$ cat src/rtl/vga_timing_pkg.sv
// 640x480@60 raster constants, plus the playfield bounds shared with the colour stage.
package vga_timing_pkg;
    localparam int VGA_H_TOTAL     = 800;
    localparam int VGA_H_SYNC      = 96;
    localparam int VGA_H_VIS_START = 144;
    localparam int VGA_H_VIS_END   = 783;
    localparam int VGA_V_TOTAL     = 525;
    localparam int VGA_V_SYNC      = 2;
    localparam int VGA_V_VIS_START = 35;
    localparam int VGA_V_VIS_END   = 514;

    localparam int PLAY_X_MIN = 150;
    localparam int PLAY_Y_MIN = 34;
    localparam int PLAY_X_MAX = 630;
    localparam int PLAY_Y_MAX = 514;
endpackage

$ cat src/rtl/tick_divider.sv
// Modulo-N counter that advances when en is high.
// wrap is decoded combinationally and is high in the cycle whose edge returns the count to 0.
module tick_divider #(
    parameter int N = 4
) (
    input  logic clk,
    input  logic rst,
    input  logic en,
    output logic wrap
);
    localparam int W = $clog2(N) + 1;
    localparam logic [W-1:0] LAST = W'(N - 1);

    logic [W-1:0] cnt;

    assign wrap = en && (cnt == LAST);

    always_ff @(posedge clk or posedge rst) begin
        if (rst) begin
            cnt <= '0;
        end else if (en) begin
            cnt <= (cnt == LAST) ? '0 : cnt + W'(1);
        end
    end
endmodule

$ cat src/rtl/vga_timing_gen.sv
// Raster timing for the colour stage: pixel enable, h/v counters, registered syncs and bright,
// frame pulse and game-rate pulse. Syncs/bright come from next-state counts, so they line up with the counters.
module vga_timing_gen
    import vga_timing_pkg::*;
#(
    parameter int CLK_DIV         = 4,
    parameter int H_TOTAL         = VGA_H_TOTAL,
    parameter int H_SYNC          = VGA_H_SYNC,
    parameter int H_VIS_START     = VGA_H_VIS_START,
    parameter int H_VIS_END       = VGA_H_VIS_END,
    parameter int V_TOTAL         = VGA_V_TOTAL,
    parameter int V_SYNC          = VGA_V_SYNC,
    parameter int V_VIS_START     = VGA_V_VIS_START,
    parameter int V_VIS_END       = VGA_V_VIS_END,
    parameter int FRAMES_PER_TICK = 4
) (
    input  logic       clk,
    input  logic       rst,
    output logic       pix_en,
    output logic [9:0] hCount,
    output logic [9:0] vCount,
    output logic       bright,
    output logic       hSync,
    output logic       vSync,
    output logic       frame_tick,
    output logic       game_tick
);
    if (H_TOTAL > 1024 || V_TOTAL > 1024) begin : g_bad_total
        $error("vga_timing_gen: H_TOTAL/V_TOTAL must not exceed 1024");
    end
    if (!(H_SYNC < H_VIS_START && H_VIS_START <= H_VIS_END && H_VIS_END < H_TOTAL)) begin : g_bad_h
        $error("vga_timing_gen: horizontal timing ordering violated");
    end
    if (!(V_SYNC < V_VIS_START && V_VIS_START <= V_VIS_END && V_VIS_END < V_TOTAL)) begin : g_bad_v
        $error("vga_timing_gen: vertical timing ordering violated");
    end
    if (CLK_DIV < 1 || FRAMES_PER_TICK < 1) begin : g_bad_div
        $error("vga_timing_gen: CLK_DIV and FRAMES_PER_TICK must be at least 1");
    end

    localparam logic [9:0] H_LAST = 10'(H_TOTAL - 1);
    localparam logic [9:0] V_LAST = 10'(V_TOTAL - 1);
    localparam logic [9:0] H_SW   = 10'(H_SYNC);
    localparam logic [9:0] V_SW   = 10'(V_SYNC);
    localparam logic [9:0] H_VS   = 10'(H_VIS_START);
    localparam logic [9:0] H_VE   = 10'(H_VIS_END);
    localparam logic [9:0] V_VS   = 10'(V_VIS_START);
    localparam logic [9:0] V_VE   = 10'(V_VIS_END);

    logic       pix_wrap;
    logic       frame_wrap;
    logic       game_wrap;
    logic [9:0] h_nxt;
    logic [9:0] v_nxt;

    tick_divider #(.N(CLK_DIV)) u_pix_div (
        .clk  (clk),
        .rst  (rst),
        .en   (1'b1),
        .wrap (pix_wrap)
    );

    // Gated with rst so a CLK_DIV=1 build still shows pix_en=0 while held in reset.
    assign pix_en = pix_wrap && !rst;

    always_comb begin
        h_nxt = hCount;
        v_nxt = vCount;
        if (pix_en) begin
            if (hCount == H_LAST) begin
                h_nxt = '0;
                v_nxt = (vCount == V_LAST) ? '0 : vCount + 10'd1;
            end else begin
                h_nxt = hCount + 10'd1;
            end
        end
    end

    assign frame_wrap = pix_en && (hCount == H_LAST) && (vCount == V_LAST);

    tick_divider #(.N(FRAMES_PER_TICK)) u_game_div (
        .clk  (clk),
        .rst  (rst),
        .en   (frame_wrap),
        .wrap (game_wrap)
    );

    always_ff @(posedge clk or posedge rst) begin
        if (rst) begin
            hCount     <= '0;
            vCount     <= '0;
            bright     <= 1'b0;
            hSync      <= 1'b0;
            vSync      <= 1'b0;
            frame_tick <= 1'b0;
            game_tick  <= 1'b0;
        end else begin
            hCount     <= h_nxt;
            vCount     <= v_nxt;
            hSync      <= (h_nxt >= H_SW);
            vSync      <= (v_nxt >= V_SW);
            bright     <= (h_nxt >= H_VS) && (h_nxt <= H_VE) && (v_nxt >= V_VS) && (v_nxt <= V_VE);
            frame_tick <= frame_wrap;
            game_tick  <= game_wrap;
        end
    end
endmodule

$ cat config.mk
export PLATFORM = sky130hd
export DESIGN_NAME = vga_timing_gen
export DESIGN_NICKNAME = d
export VERILOG_FILES = /design/src/rtl/vga_timing_pkg.sv /design/src/rtl/tick_divider.sv /design/src/rtl/vga_timing_gen.sv
export SDC_FILE = /design/constraint.sdc
export NUM_CORES = 1
export LEC_CHECK = 0
export CORE_MARGIN = 1.5
export CORE_UTILIZATION = 51
export CTS_BUF_LIST = sky130_fd_sc_hd__clkbuf_16
export DETAILED_ROUTE_END_ITERATION = 10
export PLACE_DENSITY = 0.76
export SYNTH_ARGS = -nofsm -noshare
export SYNTH_HDL_FRONTEND = slang
export SYNTH_SLANG_ARGS = --single-unit
$ cat constraint.sdc
create_clock -name clk -period 4.1 [get_ports clk]
set_input_delay 0.615 -clock clk [delete_from_list [all_inputs] [get_ports clk]]
set_output_delay 0.615 -clock clk [all_outputs]
set_load 0.005 [all_outputs]
==> summary.txt <==
Outcome
  – Outcome: finished, final reports clean

Clock network
  – Hold_buf cts: 0
  – Clk sinks: 31
  – Clock buffer count from CTS: 5
  – TritonCTS clock tree: yes
  – # H-tree levels: 2
  – Clock latency on the worst-skew pair: 0.27 ns
  – Clock tree root buffer cell: clkbuf_16
  – Post-CTS resize count: 0
  – Post-CTS Setup Repair Bufs: 0
  – Worst-path clk slew: 0.05 ns
  – Clock buffer depth: 2

Timing
  – Minimum clock period: 3.403 ns
  – Final WS setup: 0.6973 ns
  – Slew Viols, Final: 0
  – RSZ-0062 raised after global routing: false
  – Sum Neg Setup Slack: 0 ns
  – # setup viols final: 0
  – Relative slew slack: 58.19%
  – FMAX: 293.9 MHz
  – Fin crit share: 82.99%
  – Clock skew: 0.003831 ns
  – Final hold viol count: 0
  – Tightest Pin Transition: 0.6265 ns

Global routing
  – GRT met1 Usage: 27.98%
  – Initial antenna violation count: 0
  – Global-route wire length before repair: 5430 um
  – Vias in the first global route: 1216
  – GR peak layer: met2
  – Pin count of the biggest net entering global routing: 17
  – GR Util met2: 33.77%
  – GR met3 Demand/Resource: 5.580%
  – Overflow after GRT: 0
  – GRT Resource Usage Total: 21.64%

Synthesis
  – Synth unique cells: 40
  – Seq/Total Area, Yosys: 50.28%
  – Post-synth top flop: dfrtp_1
  – Ys Warns: 0
  – Syn Std Cell Area: 1543 sq um
  – Mux cell area share after synthesis: 2.109%
  – XOR/XNOR Fraction of Synth Area: 5.677%
  – Post-synthesis net count: 163
  – Synth top area cells: dfrtp_1 50%, ha_1 4.1%, xnor2_1 4.0%
  – #FFs+latches synth: 31
  – Most frequent cells after synthesis: 31 x dfrtp_1, 14 x nand2_1, 12 x nor2_1, 10 x inv_1, 8 x nand3_1
  – Synth Area in Adders: 4.055%
  – Synth async-reset ratio: 100.0%
  – Avg Cell Area, Syn: 9.889 sq um
  – Simple-Gate Fraction of Synth Area: 21.90%
  – Largest family of logic cells by synthesized area: simple AND/OR/NAND/NOR gates
  – Synth top area share: 50.28%
  – Yosys top cell by area: dfrtp_1
  – Synth Area in Compound Gates: 12.41%
  – Count leader, synth: dfrtp_1
  – Post-synth EDFFs: 0
  – Gate count after technology mapping: 156

Die
  – Die width: 58 um
  – IO Pins: 28
  – Rows: 19
  – Die height: 58 um
  – Area of the die: 3364 sq um
  – Initial Util: 55.00%
  – Core ar.: 2805 sq um

Critical path
  – Most used cell, CP: or4_1
  – CP required: 4.28 ns
  – R2R Setup Slk: 0.91 ns
  – Critical Path Sink Type: flop
  – Max incr delay on CP: 0.59 ns
  – Setup CP Type: in2reg
  – Largest delay share family, worst path: simple AND/OR/NAND/NOR gates
  – WP data arrival: 3.59 ns
  – Reg2reg path depth: 9
  – Slowest cell on the critical path: or4_1
  – Reg2reg end: bright
  – Crit-path max FO: 9
  – Crit-path cells: clkdlybuf4s50_1 > or3b_1 > or4_1 > buf_4 > a21oi_1 > o21ai_1 > or4_1 > or4_1 > a211oi_2
  – CP startpoint kind: primary input
  – Worst flop-to-flop path startpoint: u_pix_div.cnt[0]
  – Sum of buffers and inverters on the critical path: 2

Placed design
  – IO buf count: 27
  – GP Congestion: 0.8756
  – Setup WS pre-CTS: 0.4631 ns
  – Detailed placement HPWL: 2302 um

Drt
  – Drt first pass iters: 6
  – Routed Antenna Nets: 0
  – Routed vias/inst: 5.734
  – Post-Route WL: 3213 um
  – Drt first-iter violations: 70
  – Vias: 1273
  – # DRC: 0
  – Wire per inst: 14.47 um

Worst hold path
  – Min-delay worst type: reg2reg
  – Hold Path Sink: u_pix_div.cnt[0]
  – Min-Delay Startpoint: u_pix_div.cnt[0]
  – Hold Path Depth: 1

Final layout
  – Filler cells: 193
  – Area grow syn2layout: 31.22%
  – Layout cells sized above 1: 8.901%
  – Fin util: 72.17%
  – Number of antenna diodes: 0
  – Layout Nets: 197

Power
  – P_leak: 0.9305 nW
  – Cell Pwr Density: 402.0 nW/um^2
  – Peak supply drop: 0.0002648 V

Flow run
  – MaxCap Viol Count: 0
==> layout make-up <==
type / count / area, sq um / area share [%]
clock inverters: 3 / 38.79 / 1.916
clock buffers: 5 / 125.1 / 6.180
repair buffers: 30 / 292.8 / 14.46
multi-input cells: 111 / 711.9 / 35.17
flip-flops and latches: 31 / 775.7 / 38.32
well taps: 31 / 38.79 / 1.916
inverters: 11 / 41.29 / 2.040
==> how the worst max path moves through the flow <==
stage / from / to / slack (ns) / cells after the start
after floorplan: rst / bright / 0.84 / 9
after global placement: rst / bright / 0.49 / 8
after detailed placement: rst / bright / 0.46 / 9
after CTS: rst / bright / 0.69 / 9
after global routing: rst / bright / 0.57 / 9
final: rst / bright / 0.70 / 9
==> cells by family after synthesis <==
kind of cell	after synthesis
and+or+nand+nor	64
muxes	3
xor gates and xnor gates	10
AOI/OAI and AO/OA	29
buffers and inverters	14
adders and majority gates	5
DFF	31
==> flip-flops by register name (all words and copies together), names as in the netlist <==
signal,count
u_game_div.cnt,3
u_pix_div.cnt,3
hSync,1
vCount,10
game_tick,1
bright,1
hCount,10
frame_tick,1
vSync,1
==> metrics by stage <==
step | power [mW] | cells | hold WS (ns) | cell area, sq um
after floorplan | 0.3736 | 156 | 0.4059 | 1543
after global placement | 0.4133 | 214 | 0.4168 | 1861
after detailed placement | 0.4165 | 214 | 0.4269 | 1861
after CTS | 0.8242 | 222 | 0.4347 | 2024
after global routing | 0.8458 | 222 | 0.4585 | 2024
final | 0.8137 | 222 | 0.4277 | 2024
==> placed cells by master (no fill, tap or decap), types with 2 or more instances in the layout <==
cell / count
and3_1: 6
o21ai_0: 7
o31ai_1: 2
dfrtp_1: 31
buf_4: 3
clkbuf_16: 5
mux2_2: 2
o21ai_1: 2
nand3_1: 8
nor4_1: 2
and2_1: 4
or4_1: 3
inv_1: 10
nand2_1: 14
a21o_1: 2
nand4_1: 4
nor2_1: 12
nor3_1: 3
or2_2: 2
clkdlybuf4s50_1: 27
ha_1: 5
a21oi_1: 7
xor2_1: 3
xnor2_1: 7
==> report_power, final <==
part	total [mW]	switching, mW	internal, mW
Sequential	0.345	0.0224	0.323
Combinational	0.0660	0.0254	0.0406
Clock	0.403	0.120	0.282
Total	0.814	0.168	0.646
==> routing by layer <==
layer  vias up  wire (um)
li1        620          -
met1       600       1439
met2        46       1543
met3         7        174
met4         0         55
met5         -          0
No activity file was read; power rests on OpenSTA's default activity.
